--- src/rtl/serial_sub_sequencer_if.sv ---
// Handshake and datapath bundle between the serial subtractor sequencer and its surroundings.
// master = the sequencer, slave = the upstream/downstream/subtractor side.
interface serial_sub_sequencer_if;
  logic       in_valid;
  logic       in_ready;
  logic [7:0] in_A;
  logic [7:0] in_B;
  logic [7:0] sub_A;
  logic [7:0] sub_B;
  logic       sub_Reset;
  logic [7:0] sub_Diff;
  logic       out_valid;
  logic       out_ready;
  logic [7:0] out_Diff;
  logic       out_Borrow;
  logic       out_Ovf;
  logic       busy;

  modport master (
    input  in_valid, in_A, in_B, sub_Diff, out_ready,
    output in_ready, sub_A, sub_B, sub_Reset, out_valid, out_Diff, out_Borrow, out_Ovf, busy
  );

  modport slave (
    output in_valid, in_A, in_B, sub_Diff, out_ready,
    input  in_ready, sub_A, sub_B, sub_Reset, out_valid, out_Diff, out_Borrow, out_Ovf, busy
  );
endinterface

--- src/rtl/serial_sub_sequencer.sv ---
// Operand FIFO and sequencer for the 8-bit serial subtractor; result valid SHIFT_CYCLES+3 cycles after accept.
// in_ready reflects FIFO space only; a captured result waits in HOLD until out_ready, however long that takes.
module serial_sub_sequencer #(
  parameter int DEPTH        = 2,
  parameter int SHIFT_CYCLES = 8
) (
  input  logic                  Clock,
  input  logic                  Reset,
  serial_sub_sequencer_if.master bus
);

  localparam int PW = (DEPTH > 1) ? $clog2(DEPTH) : 1;
  localparam int CW = $clog2(DEPTH + 1);
  localparam int NW = $clog2(SHIFT_CYCLES + 1);

  typedef enum logic [2:0] {IDLE, LOAD, RUN, CAPTURE, HOLD} state_t;

  state_t          state, state_nxt;
  logic [7:0]      fifo_a [DEPTH];
  logic [7:0]      fifo_b [DEPTH];
  logic [PW-1:0]   wr_ptr, rd_ptr;
  logic [CW-1:0]   count;
  logic            push, pop, capture;
  logic [NW-1:0]   cnt;
  logic [7:0]      op_a, op_b, diff_q;
  logic            borrow_q, ovf_q, valid_q;

  function automatic logic [PW-1:0] ptr_inc(input logic [PW-1:0] p);
    return (p == PW'(DEPTH - 1)) ? '0 : p + PW'(1);
  endfunction

  assign bus.in_ready = (count < CW'(DEPTH));
  assign push         = bus.in_valid && bus.in_ready;

  always_ff @(posedge Clock) begin
    if (push) begin
      fifo_a[wr_ptr] <= bus.in_A;
      fifo_b[wr_ptr] <= bus.in_B;
    end
  end

  always_ff @(posedge Clock) begin
    if (Reset) begin
      wr_ptr <= '0;
      rd_ptr <= '0;
      count  <= '0;
    end else begin
      if (push) wr_ptr <= ptr_inc(wr_ptr);
      if (pop)  rd_ptr <= ptr_inc(rd_ptr);
      count <= count + CW'(push) - CW'(pop);
    end
  end

  always_ff @(posedge Clock) begin
    if (Reset) state <= IDLE;
    else       state <= state_nxt;
  end

  always_comb begin
    state_nxt = state;
    pop       = 1'b0;
    capture   = 1'b0;
    case (state)
      IDLE: begin
        if (count != '0) begin
          pop       = 1'b1;
          state_nxt = LOAD;
        end
      end
      LOAD:    state_nxt = RUN;
      RUN:     if (cnt == NW'(1)) state_nxt = CAPTURE;
      CAPTURE: begin
        capture   = 1'b1;
        state_nxt = HOLD;
      end
      HOLD:    if (bus.out_ready) state_nxt = IDLE;
      default: state_nxt = IDLE;
    endcase
  end

  always_ff @(posedge Clock) begin
    if (Reset) begin
      op_a     <= '0;
      op_b     <= '0;
      cnt      <= '0;
      diff_q   <= '0;
      borrow_q <= 1'b0;
      ovf_q    <= 1'b0;
      valid_q  <= 1'b0;
    end else begin
      if (pop) begin
        op_a <= fifo_a[rd_ptr];
        op_b <= fifo_b[rd_ptr];
      end
      if (state == LOAD)     cnt <= NW'(SHIFT_CYCLES);
      else if (state == RUN) cnt <= cnt - NW'(1);
      // The subtractor's register is trusted to hold A-B once the shift window has elapsed.
      if (capture) begin
        diff_q   <= bus.sub_Diff;
        borrow_q <= (op_a < op_b);
        ovf_q    <= (op_a[7] != op_b[7]) && (bus.sub_Diff[7] != op_a[7]);
        valid_q  <= 1'b1;
      end else if ((state == HOLD) && bus.out_ready) begin
        valid_q  <= 1'b0;
      end
    end
  end

  assign bus.sub_A      = op_a;
  assign bus.sub_B      = op_b;
  assign bus.sub_Reset  = Reset | (state == LOAD);
  assign bus.out_valid  = valid_q;
  assign bus.out_Diff   = diff_q;
  assign bus.out_Borrow = borrow_q;
  assign bus.out_Ovf    = ovf_q;
  assign bus.busy       = (state != IDLE) || (count != '0);

endmodule

--- src/flat_wrapper.sv ---
// flat-port wrapper written by rule: the top's interface ports become plain ports
module serial_sub_sequencer_flat 
#(
  parameter int DEPTH        = 2,
  parameter int SHIFT_CYCLES = 8
)
  (Clock, Reset, bus_in_valid, bus_in_A, bus_in_B, bus_sub_Diff, bus_out_ready, bus_in_ready, bus_sub_A, bus_sub_B, bus_sub_Reset, bus_out_valid, bus_out_Diff, bus_out_Borrow, bus_out_Ovf, bus_busy);
  serial_sub_sequencer_if bus_i ();
  input  logic Clock;
  input  logic Reset;
  input wire logic [$bits(bus_i.in_valid)-1:0] bus_in_valid;
  input wire logic [$bits(bus_i.in_A)-1:0] bus_in_A;
  input wire logic [$bits(bus_i.in_B)-1:0] bus_in_B;
  input wire logic [$bits(bus_i.sub_Diff)-1:0] bus_sub_Diff;
  input wire logic [$bits(bus_i.out_ready)-1:0] bus_out_ready;
  output wire logic [$bits(bus_i.in_ready)-1:0] bus_in_ready;
  output wire logic [$bits(bus_i.sub_A)-1:0] bus_sub_A;
  output wire logic [$bits(bus_i.sub_B)-1:0] bus_sub_B;
  output wire logic [$bits(bus_i.sub_Reset)-1:0] bus_sub_Reset;
  output wire logic [$bits(bus_i.out_valid)-1:0] bus_out_valid;
  output wire logic [$bits(bus_i.out_Diff)-1:0] bus_out_Diff;
  output wire logic [$bits(bus_i.out_Borrow)-1:0] bus_out_Borrow;
  output wire logic [$bits(bus_i.out_Ovf)-1:0] bus_out_Ovf;
  output wire logic [$bits(bus_i.busy)-1:0] bus_busy;
  assign bus_i.in_valid = bus_in_valid;
  assign bus_i.in_A = bus_in_A;
  assign bus_i.in_B = bus_in_B;
  assign bus_i.sub_Diff = bus_sub_Diff;
  assign bus_i.out_ready = bus_out_ready;
  assign bus_in_ready = bus_i.in_ready;
  assign bus_sub_A = bus_i.sub_A;
  assign bus_sub_B = bus_i.sub_B;
  assign bus_sub_Reset = bus_i.sub_Reset;
  assign bus_out_valid = bus_i.out_valid;
  assign bus_out_Diff = bus_i.out_Diff;
  assign bus_out_Borrow = bus_i.out_Borrow;
  assign bus_out_Ovf = bus_i.out_Ovf;
  assign bus_busy = bus_i.busy;
  serial_sub_sequencer #(.DEPTH(DEPTH), .SHIFT_CYCLES(SHIFT_CYCLES)) u_core (.Clock(Clock), .Reset(Reset), .bus(bus_i));
endmodule
--- config.mk ---
export PLATFORM = sky130hd
export DESIGN_NAME = serial_sub_sequencer_flat
export DESIGN_NICKNAME = d
export VERILOG_FILES = /design/src/rtl/serial_sub_sequencer_if.sv /design/src/rtl/serial_sub_sequencer.sv /design/src/flat_wrapper.sv
export SDC_FILE = /design/constraint.sdc
export NUM_CORES = 1
export LEC_CHECK = 0
export CORE_UTILIZATION = 50
export CTS_CLUSTER_DIAMETER = 200
export CTS_CLUSTER_SIZE = 20
export DETAILED_ROUTE_END_ITERATION = 16
export GPL_ROUTABILITY_DRIVEN = 1
export HOLD_SLACK_MARGIN = 0.08
export PLACE_DENSITY = 0.77
export SYNTH_ARGS = -nofsm -noshare
export SYNTH_HDL_FRONTEND = slang
export SYNTH_SLANG_ARGS = --single-unit
export TNS_END_PERCENT = 100
--- constraint.sdc ---
create_clock -name Clock -period 2.3 [get_ports Clock]
set_input_delay 0.345 -clock Clock [delete_from_list [all_inputs] [get_ports Clock]]
set_output_delay 0.345 -clock Clock [all_outputs]
set_load 0.05 [all_outputs]
==> results.md <==
- Power share of the clock group: 0.211
- TritonCTS clock tree: yes
- Worst slew pin tran: 518 ps
- IO buf count: 57
- F_max: around 480 MHz
- NetSw: 2220 uW
- Relative slew slack: 0.654
- Worst setup SP type: register
- Routed wire per std cell: between 10 and 15 microns
- Core area: 5610 sq um
- Routed Antenna Nets: 0
- Routed vias: slightly above 2000
- Peak VDD IR: ~1000 uV
- Num rows: 27
- Nets: about 350
- Clock slew at reported path FFs: around 70 ps
- Post-DR vias/cell: a little over 5
- Logic pwr share: 0.455
- Post-Syn Area per Cell: roughly 12 sq um
- Main synth FF type: dfxtp_1
- Count of hold-fix buffers inserted at cts: 0
- Die height: approximately 79 microns
- Final Max Tran Viols: 0
- Post-Route WL: 5560 microns
- Gpl congestion: around 0.74
- Initial antenna violation count: 0
- Cell Pwr Density: 1450 nW/um^2
- Tot Pwr: around 5500 uW
- Post-synthesis async set-or-reset flop share: 0
- DRC: 0
- Global-route wire length before repair: approximately 9400 microns
- Layout cell share with drive strength beyond 1: 0.125
- Sw Ratio: 0.401
- H-tree Lvls: 3
- Critical path endpoint category: output port
- Clk_skew: a little under 10 ps
- Worst-path maximum fanout: 3
- Setup CP Type: register to output port
- Synth warnings: 0
- Final setup vio count: 0
- GRT Residual Overflow: 0
- Synth Instances: approximately 250
- I/O pin total: 58
- Synth cell types: 35
- Max_cap viols: 0
- Flops & latches, synth: 70
- Initial Util: 0.525
- Sink Count: 70
- Post-CTS resize count: 0
- Post-synth EDFFs: 32
- Setup Fix Bufs, Post-CTS: 0
- Die Span X: 78.8 microns
- Iter 0 DRT Violations: about 100
- Largest net degree at the start of global routing: 34
- Leak: 0.00136 uW
- Die area: 6200 sq um
- Pre-Repair DR Iteration Count: 4
- GR Util All Layers: 0.202
- Longest Clk Path Bufs: 2
- Antenna Cells: 0
- Cell internal pwr: approximately 3300 uW
- Final Hold Viols: 0
- Fin Setup TNS: 0 ps
- Detailed Place HPWL: between 3000 and 4000 microns
- CTS buffer count: 9
- Syn nets: approximately 300
- Root buffer cell: clkbuf_8
- Sequential-to-total area share from yosys stat: 0.584
- Crit share post-route: 0.909
- Fin Hold WS: 457 ps
- Area added between synthesis and finish: 29.9%
- Vias in the first global route: 1970
- RSZ-0062 raised after global routing: no
- Syn Std Cell Area: just under 3000 sq um
- Sequential power share: 0.335
- CP Data Arrival Time: 1750 ps
- WP data required: 1960 ps
- Status: completed
- Tmin final: 2090 ps
- Worst-Skew Late Latency: 340 ps
- Worst hold path class: register to register
[metrics by stage]
step / instance area (sq um) / cells / worst slack, ps / util
floorplan: 2950 / 254 / 354 / -
global placement: 3590 / 376 / 474 / 0.640
detailed placement: 3590 / 376 / 409 / 0.640
CTS: 3830 / 392 / 193 / 0.683
global route: 3830 / 392 / 94.5 / 0.683
finish: 3830 / 392 / 209 / 0.683
[cell families (layout without fill, tap and decap cells)]
| family | Yosys count | count (layout) | synth area share |
|---|---|---|---|
| and+or+nand+nor | 71 | 71 | 0.121 |
| adders and majority gates | 11 | 11 | 0.0467 |
| xor gates and xnor gates | 6 | 6 | 0.0178 |
| DFF | 70 | 70 | 0.584 |
| AOI/OAI and AO/OA | 49 | 49 | 0.127 |
| buffers and inverters | 31 | 97 | 0.0497 |
| muxes | 16 | 16 | 0.0544 |
[final timing paths]
| path | depth (start not counted) | start | to | slack, ps |
|---|---|---|---|---|
| setup reg to reg | 8 | u_core.state[1] | u_core.count[1] | 570 |
| hold / removal | 2 | u_core.bus.out_Diff[1] | u_core.bus.out_Diff[1] | 460 |
| hold reg to reg | 2 | u_core.bus.out_Diff[1] | u_core.bus.out_Diff[1] | 460 |
| setup / recovery | 3 | u_core.count[0] | bus_busy | 210 |
[placed cells by master (no fill, tap or decap), drive strengths merged, types with 2 or more instances in the layout]
cell            n
nand2b          2
buf            10
o21ai           6
clkdlybuf4s50  55
nor2b           4
nor2           27
and2            3
mux2i          16
a21o            3
edfxtp         32
dfxtp          38
nand2          18
ha             11
inv            15
a211oi         16
bufinv          3
nor3            6
clkinv          2
a21oi          18
nor4            3
xnor2           6
nand3b          5
clkbuf         11
[sequential cells by signal, indices dropped and copies added (netlist names)]
| name | count |
|---|---|
| u_core.bus.out_Borrow | 1 |
| u_core.bus.out_Diff | 8 |
| u_core.bus.out_Ovf | 1 |
| u_core.bus.out_valid | 1 |
| u_core.bus.sub_A | 8 |
| u_core.bus.sub_B | 8 |
| u_core.cnt | 4 |
| u_core.count | 2 |
| u_core.fifo_a | 16 |
| u_core.fifo_b | 16 |
| u_core.rd_ptr | 1 |
| u_core.state | 3 |
| u_core.wr_ptr | 1 |
[Yosys cell counts, types with 2 or more instances]
library cell | number | area, sq um
xnor2_1 | 6 | 52.6
a21o_1 | 3 | 22.5
nor4_1 | 2 | 12.5
a211oi_1 | 4 | 30.0
nand2b_1 | 2 | 12.5
nor2b_1 | 4 | 25.0
ha_1 | 11 | 138
nor3_1 | 6 | 30.0
o21ai_0 | 6 | 30.0
a211oi_2 | 12 | 150
inv_1 | 15 | 56.3
buf_1 | 2 | 7.51
clkbuf_1 | 7 | 26.3
nand3b_1 | 5 | 37.5
nand2_1 | 18 | 67.6
a21oi_1 | 18 | 90.1
mux2i_1 | 16 | 160
nor2_2 | 2 | 12.5
edfxtp_1 | 32 | 961
dfxtp_1 | 38 | 761
buf_6 | 3 | 33.8
nor2_1 | 25 | 93.8
buf_2 | 3 | 15.0
and2_1 | 3 | 18.8
[power groups by stage]
stage | sequential, uW | clock, uW | combinational, uW
2_1_floorplan | 2330 | 0 | 1400
3_3_place_gp | 1870 | 0 | 2450
3_5_place_dp | 1880 | 0 | 2510
4_1_cts | 1850 | 1180 | 2530
5_1_grt | 1890 | 1250 | 2740
6_report | 1850 | 1170 | 2520
[layer usage]
metal	up-vias	routed length [microns]	global-route usage
met5	-	0	0
met4	0	93	0.0870
met3	8	181	0.0460
met2	47	2830	0.343
met1	938	2460	0.246
li1	1018	-	-
[worst max-delay path: stages, from the launching register on]
cell and delay (ps):
dfxtp_1 320, nor2_1 260, nand3b_1 110, clkdlybuf4s50_1 710
[area by class of cell]
| class | instances | area (sq um) |
|---|---|---|
| Inverter | 15 | 56.3 |
| Multi-Input combinational cell | 153 | 1080 |
| Fill cell | 434 | 1780 |
| Clock buffer | 10 | 128 |
| Timing Repair Buffer | 66 | 643 |
| Tap cell | 72 | 90.1 |
| Sequential cell | 70 | 1720 |
| Clock inverter | 6 | 110 |
No activity file was read; power rests on OpenSTA's default activity.
